--- src/rtl/ddc_ring_reader.sv ---
// Drains the DDC {I,Q} sample ring in BURST_LEN-sample bursts onto AXI4-Stream (tlast per burst).
// Latency: RAM data 1 cycle after address; first tvalid 2 cycles after entering BURST.
// Backpressure: 2-entry skid buffer, reads stall while it would overfill; DDC_RD_IQ_SWAP_EN emits {Q,I}.
module ddc_ring_reader #(
    parameter int          U_DLY     = 1,
    parameter logic [13:0] MAX_ADDR  = 14'd11520,
    parameter int          BURST_LEN = 64,
    parameter logic [13:0] OVF_LEVEL = 14'd11000
) (
    input  logic        axis_clk,
    input  logic        rst,
    input  logic        enb,
    input  logic [13:0] ram_waddr,
    output logic [13:0] ram_raddr,
    input  logic [31:0] ram_rdata,
    output logic        m_axis_tvalid,
    input  logic        m_axis_tready,
    output logic [31:0] m_axis_tdata,
    output logic        m_axis_tlast,
    output logic [13:0] fill_level,
    output logic [15:0] ovf_cnt,
    output logic        busy
);

    if (BURST_LEN < 2 || BURST_LEN > 1024 || U_DLY < 0) begin : g_cfg_check
        $error("ddc_ring_reader: BURST_LEN must be within 2..1024");
    end

    localparam logic [10:0] BL         = 11'(BURST_LEN);
    localparam logic [10:0] BL_M1      = 11'(BURST_LEN - 1);
    localparam logic [13:0] FILL_BURST = 14'(BURST_LEN);

    typedef enum logic [2:0] {
        S_IDLE,
        S_WAIT,
        S_BURST,
        S_DRAIN,
        S_RESYNC
    } state_t;

    state_t      state;
    logic [13:0] rd_ptr;
    logic [13:0] rd_ptr_inc;
    logic [10:0] issued;
    logic        settle;
    logic        rd_inflight;
    logic        rd_inflight_last;
    logic        skid_vld;
    logic        skid_last;
    logic [31:0] skid_dat;
    logic [31:0] push_dat;
    logic        pop;
    logic        issue;
    logic        issue_last;
    logic [2:0]  lvl_after;
    logic [14:0] fill_wrap;

    assign ram_raddr = rd_ptr;

`ifdef DDC_RD_IQ_SWAP_EN
    assign push_dat = {ram_rdata[15:0], ram_rdata[31:16]};
`else
    assign push_dat = ram_rdata;
`endif

    assign pop        = m_axis_tvalid & m_axis_tready;
    // Entries held after this cycle: skid occupancy plus the read already in flight.
    assign lvl_after  = 3'(m_axis_tvalid) + 3'(skid_vld) + 3'(rd_inflight) - 3'(pop);
    assign issue      = (state == S_BURST) && (issued < BL) && (lvl_after <= 3'd1)
                        && (fill_level != 14'd0);
    assign issue_last = (issued == BL_M1);
    assign rd_ptr_inc = (rd_ptr == MAX_ADDR) ? 14'd0 : rd_ptr + 14'd1;
    assign fill_wrap  = {1'b0, ram_waddr} + {1'b0, MAX_ADDR} + 15'd1 - {1'b0, rd_ptr};

    always_ff @(posedge axis_clk or posedge rst) begin
        if (rst) begin
            state      <= S_IDLE;
            rd_ptr     <= 14'd0;
            issued     <= 11'd0;
            ovf_cnt    <= 16'd0;
            busy       <= 1'b0;
            settle     <= 1'b0;
            fill_level <= 14'd0;
        end else begin
            fill_level <= (ram_waddr >= rd_ptr) ? ram_waddr - rd_ptr : fill_wrap[13:0];
            settle     <= 1'b0;
            if (issue) begin
                rd_ptr <= rd_ptr_inc;
                issued <= issued + 11'd1;
            end
            case (state)
                S_IDLE: begin
                    if (enb) state <= S_WAIT;
                end
                S_WAIT: begin
                    // The cycle after a resync still shows the pre-resync fill level; skip it.
                    if (!enb) begin
                        state <= S_IDLE;
                    end else if (!settle) begin
                        if (fill_level >= OVF_LEVEL) begin
                            state <= S_RESYNC;
                        end else if (fill_level >= FILL_BURST) begin
                            state  <= S_BURST;
                            issued <= 11'd0;
                            busy   <= 1'b1;
                        end
                    end
                end
                S_BURST: begin
                    if (issue && issue_last) state <= S_DRAIN;
                end
                S_DRAIN: begin
                    if (pop && m_axis_tlast) begin
                        state <= S_WAIT;
                        busy  <= 1'b0;
                    end
                end
                S_RESYNC: begin
                    rd_ptr <= ram_waddr;
                    if (ovf_cnt != 16'hFFFF) ovf_cnt <= ovf_cnt + 16'd1;
                    settle <= 1'b1;
                    state  <= S_WAIT;
                end
                default: state <= S_IDLE;
            endcase
        end
    end

    // Output register is the skid head; the second entry only fills while the head is stalled.
    always_ff @(posedge axis_clk or posedge rst) begin
        if (rst) begin
            rd_inflight      <= 1'b0;
            rd_inflight_last <= 1'b0;
            m_axis_tvalid    <= 1'b0;
            m_axis_tdata     <= 32'd0;
            m_axis_tlast     <= 1'b0;
            skid_vld         <= 1'b0;
            skid_dat         <= 32'd0;
            skid_last        <= 1'b0;
        end else begin
            rd_inflight      <= issue;
            rd_inflight_last <= issue & issue_last;
            if (pop || !m_axis_tvalid) begin
                if (skid_vld) begin
                    m_axis_tvalid <= 1'b1;
                    m_axis_tdata  <= skid_dat;
                    m_axis_tlast  <= skid_last;
                    skid_vld      <= rd_inflight;
                    skid_dat      <= push_dat;
                    skid_last     <= rd_inflight_last;
                end else begin
                    m_axis_tvalid <= rd_inflight;
                    m_axis_tlast  <= rd_inflight_last;
                    if (rd_inflight) m_axis_tdata <= push_dat;
                end
            end else if (rd_inflight) begin
                skid_vld  <= 1'b1;
                skid_dat  <= push_dat;
                skid_last <= rd_inflight_last;
            end
        end
    end

endmodule
--- config.mk ---
export PLATFORM = sky130hd
export DESIGN_NAME = ddc_ring_reader
export DESIGN_NICKNAME = d
export VERILOG_FILES = /design/src/rtl/ddc_ring_reader.sv
export SDC_FILE = /design/constraint.sdc
export NUM_CORES = 1
export LEC_CHECK = 0
export CAP_MARGIN = 20
export CELL_PAD_IN_SITES_DETAIL_PLACEMENT = 1
export CELL_PAD_IN_SITES_GLOBAL_PLACEMENT = 1
export CORE_ASPECT_RATIO = 1.5
export CORE_MARGIN = 3
export CORE_UTILIZATION = 39
export CTS_BUF_LIST = sky130_fd_sc_hd__clkbuf_8
export DETAILED_ROUTE_END_ITERATION = 10
export PLACE_DENSITY_LB_ADDON = 0.1
export SYNTH_ARGS = -nofsm -noshare
export SYNTH_HDL_FRONTEND = slang
export SYNTH_SLANG_ARGS = --single-unit
--- constraint.sdc ---
create_clock -name axis_clk -period 4.3 [get_ports axis_clk]
set_input_delay 0.86 -clock axis_clk [delete_from_list [all_inputs] [get_ports axis_clk]]
set_output_delay 0.86 -clock axis_clk [all_outputs]
set_load 0.05 [all_outputs]
==> out/results.ini <==
[worst_setup_path]
crit_required_ns=4.59
path_buf_inv=4
crit_path_max_incr_delay_ns=0.51
cpMaxStageDelayCell=clkdlybuf4s50_1
critPathArrivalTime_ns=3.81
path_max_fanout=4
path_delay_family=adder cells
critPathKind=in -> reg
critPathLaunchType=primary input
worstPathCellList=clkdlybuf4s50_1 -> inv_1 -> ha_1 -> inv_1 -> ha_1 -> inv_1 -> fa_1 -> or2_1 -> a221oi_1 -> o211a_1 -> o22ai_1 -> xor2_1 -> mux2i_1
crit_top_cell=inv_1
end_kind=register

[clock_tree]
insertion_delay_ns=0.44
cts_hold_buf=0
cts_sinks=130
clk_pin_slew_worst_paths_ns=0.08
cts_buffers=17
cts.path.max_buffers=2
cts_tree=built
cts_resized=0
root_buffer=clkbuf_8
htree_levels=4
postCtsSetupBuffers=0

[timing]
rsz0062_at_grt=false
worstMarginPinSlew_ns=0.815
setup_tns_ns=0
fin_crit_sh_pct=81.8
finalCriticalPeriod_ns=3.52
fin_worst_skew_ns=0.0105
drv_slew=0
hold_ws_ns=0.492
setup_viol=0
max_freq_ghz=0.284
max_slew_margin_pct=45.5
hold_violations=0

[synth]
synth_top_area_share_pct=44.7
synth_cells=698
synth-seq-cells=130
avgSynthCellArea_um2=10.4
yosysSeqAreaShare_pct=44.7
syn-num-nets=796
synthesis.area_um2=7280
synthFlopType=dfrtp_1
netlist_top_cells_area=dfrtp_1, ha_1, mux2i_1, mux2_1, a21oi_1
synth_top_area_cell=dfrtp_1
synth_cell_types=68
async_flop_share_pct=100
synth-edff-count=0
yosys_warnings=0

[power_and_ir_drop]
vdd_drop_max_mv=0.379
power_density_nw_per_um2=800
power_mw=7.45
leakage_nw=3.97

[global_route]
antenna_found_initial=0
grt_max_degree=131
grt_remaining_overflow=0
grt_pass1_vias=6298
grt_pass1_wl_um=31900
grtUsageTotal_pct=19.2

[place]
place_congestion=0.882
place_inst=1058
post_dp_cell_area_um2=8840
numPortBuffers=128
hpwlAfterDp_um=14200

[floorplanning]
num_rows=60
dieArea_um2=20400
core_area_um2=18100
initial_utilization_pct=40.2
die-height_um=173
ios=129
chipWidth_um=118

[run_status]
status=finished clean

[route]
final_antenna_net_count=0
drt-vias-per-instance=5.25
drc_errors=0
routed_wl_um=18900
drtIter0Drc=140
drt-wirelength-per-cell_um=17.4
detail_route.first_pass.iterations=4
vias=5720

[final_layout]
final_cell_area_um2=9310
final_cells=1090
drive_gt1_share_pct=7.01
area_growth_pct=27.9
fillCellCount=1998
fin_nets=928
antennaDiodeCount=0

[flow_run]
cap_violations=0

[worst_hold_path]
hold_class=reg -> reg

## state kept, by name (all words and copies together), names as in the netlist, 3 cells and up
name	flops
state	3
skid_dat	32
issued	11
ram_raddr	14
m_axis_tdata	32
ovf_cnt	16
fill_level	14
## cells in the mapped netlist, types with 9 or more instances
cell type  number
dfrtp_1       130
nor2_1         62
inv_1          59
a21oi_1        51
mux2i_1        46
ha_1           37
nand2_1        34
mux2_1         31
xnor2_1        22
xor2_1         18
nand4_1        15
o21ai_1        13
fa_1           11
nand3_1        11
nor3_1         10
clkbuf_1        9
nand2b_1        9
## cell type report
cell class / instances / area, µm² / area share (%)
flip-flops and latches: 130 / 3250 / 35.0
clock buffers: 17 / 234 / 2.51
inverters: 60 / 229 / 2.46
multi-input cells: 485 / 3700 / 39.7
clock inverters: 14 / 226 / 2.43
repair buffers: 136 / 1350 / 14.5
well taps: 248 / 310 / 3.33
## layout by cell type (no fill, tap or decap), types with 4 or more instances in the layout
master	synthesis	routed
xnor2_1	22	22
ha_1	37	37
nor2_1	62	62
nor4_1	5	5
nor2b_1	8	8
o311ai_1	7	7
nand2_1	34	34
a221o_1	6	6
bufinv_16	0	5
and2_1	6	6
mux2_1	31	31
dfrtp_1	130	129
or4_1	4	4
nand2b_1	9	9
nand4_1	15	15
and3_1	5	5
nand3_1	11	11
inv_1	59	58
a21o_1	8	8
inv_6	0	4
clkbuf_8	0	17
o21ai_0	4	4
buf_4	3	7
nor3_1	10	10
mux2i_1	46	46
fa_1	11	11
o21ai_1	13	13
clkdlybuf4s50_1	0	128
a21oi_1	51	50
o21bai_1	5	5
xor2_1	18	18
nor3b_1	6	6
## cells by family (layout without fill, tap and decap cells)
logic type | Yosys count | in the layout | synth area share, %
buffers and inverters | 83 | 227 | 4.64
adder cells (fa/ha/maj) | 48 | 48 | 9.39
multiplexers | 80 | 80 | 11.6
AO/OA/AOI/OAI | 128 | 128 | 11.6
XOR/XNOR | 40 | 40 | 4.81
AND/OR/NAND/NOR | 189 | 189 | 13.2
flip-flops | 130 | 130 | 44.7
## through the flow
step / utilization [%] / setup slack (ns)
2_1_floorplan: - / 1.27
3_3_place_gp: 48.9 / 0.467
3_5_place_dp: 48.9 / 0.341
4_1_cts: 51.4 / 0.822
5_1_grt: 51.4 / 0.555
6_report: 51.4 / 0.781
## final timing paths
path | start | endpoint | cells past startpoint | slack [ns]
setup / recovery | ram_waddr[1] | fill_level[11]$_DFF_PP0_ | 13 | 0.78
hold / removal | ovf_cnt[7]$_DFFE_PP0P_ | ovf_cnt[7]$_DFFE_PP0P_ | 1 | 0.49
setup reg to reg | ram_raddr[2]$_DFFE_PP0P_ | fill_level[10]$_DFF_PP0_ | 9 | 1.30
hold reg to reg | ovf_cnt[7]$_DFFE_PP0P_ | ovf_cnt[7]$_DFFE_PP0P_ | 1 | 0.49
max in group asynchronous | rst | ovf_cnt[12]$_DFFE_PP0P_ | 3 | 2.80
min in group asynchronous | rst | skid_dat[23]$_DFFE_PP0P_ | 3 | 0.95
## routing by layer
layer	vias to the layer above	global-route usage [%]	part of all wire (%)	wire length, µm
met2	134	34.6	52	9920
met5	-	0	0	0
met4	0	9.05	3.8	713
met1	2856	21.5	41	7710
met3	38	3.92	3.2	602
li1	2692	-	-	-
## where the power goes
group / switching (mW) / leakage (nW) / internal [mW]
clock: 0.516 / 0.224 / 0.697
combinational: 2.56 / 2.16 / 1.54
sequential: 0.411 / 1.58 / 1.72
Note: power is estimated with default switching activity, not from simulation.
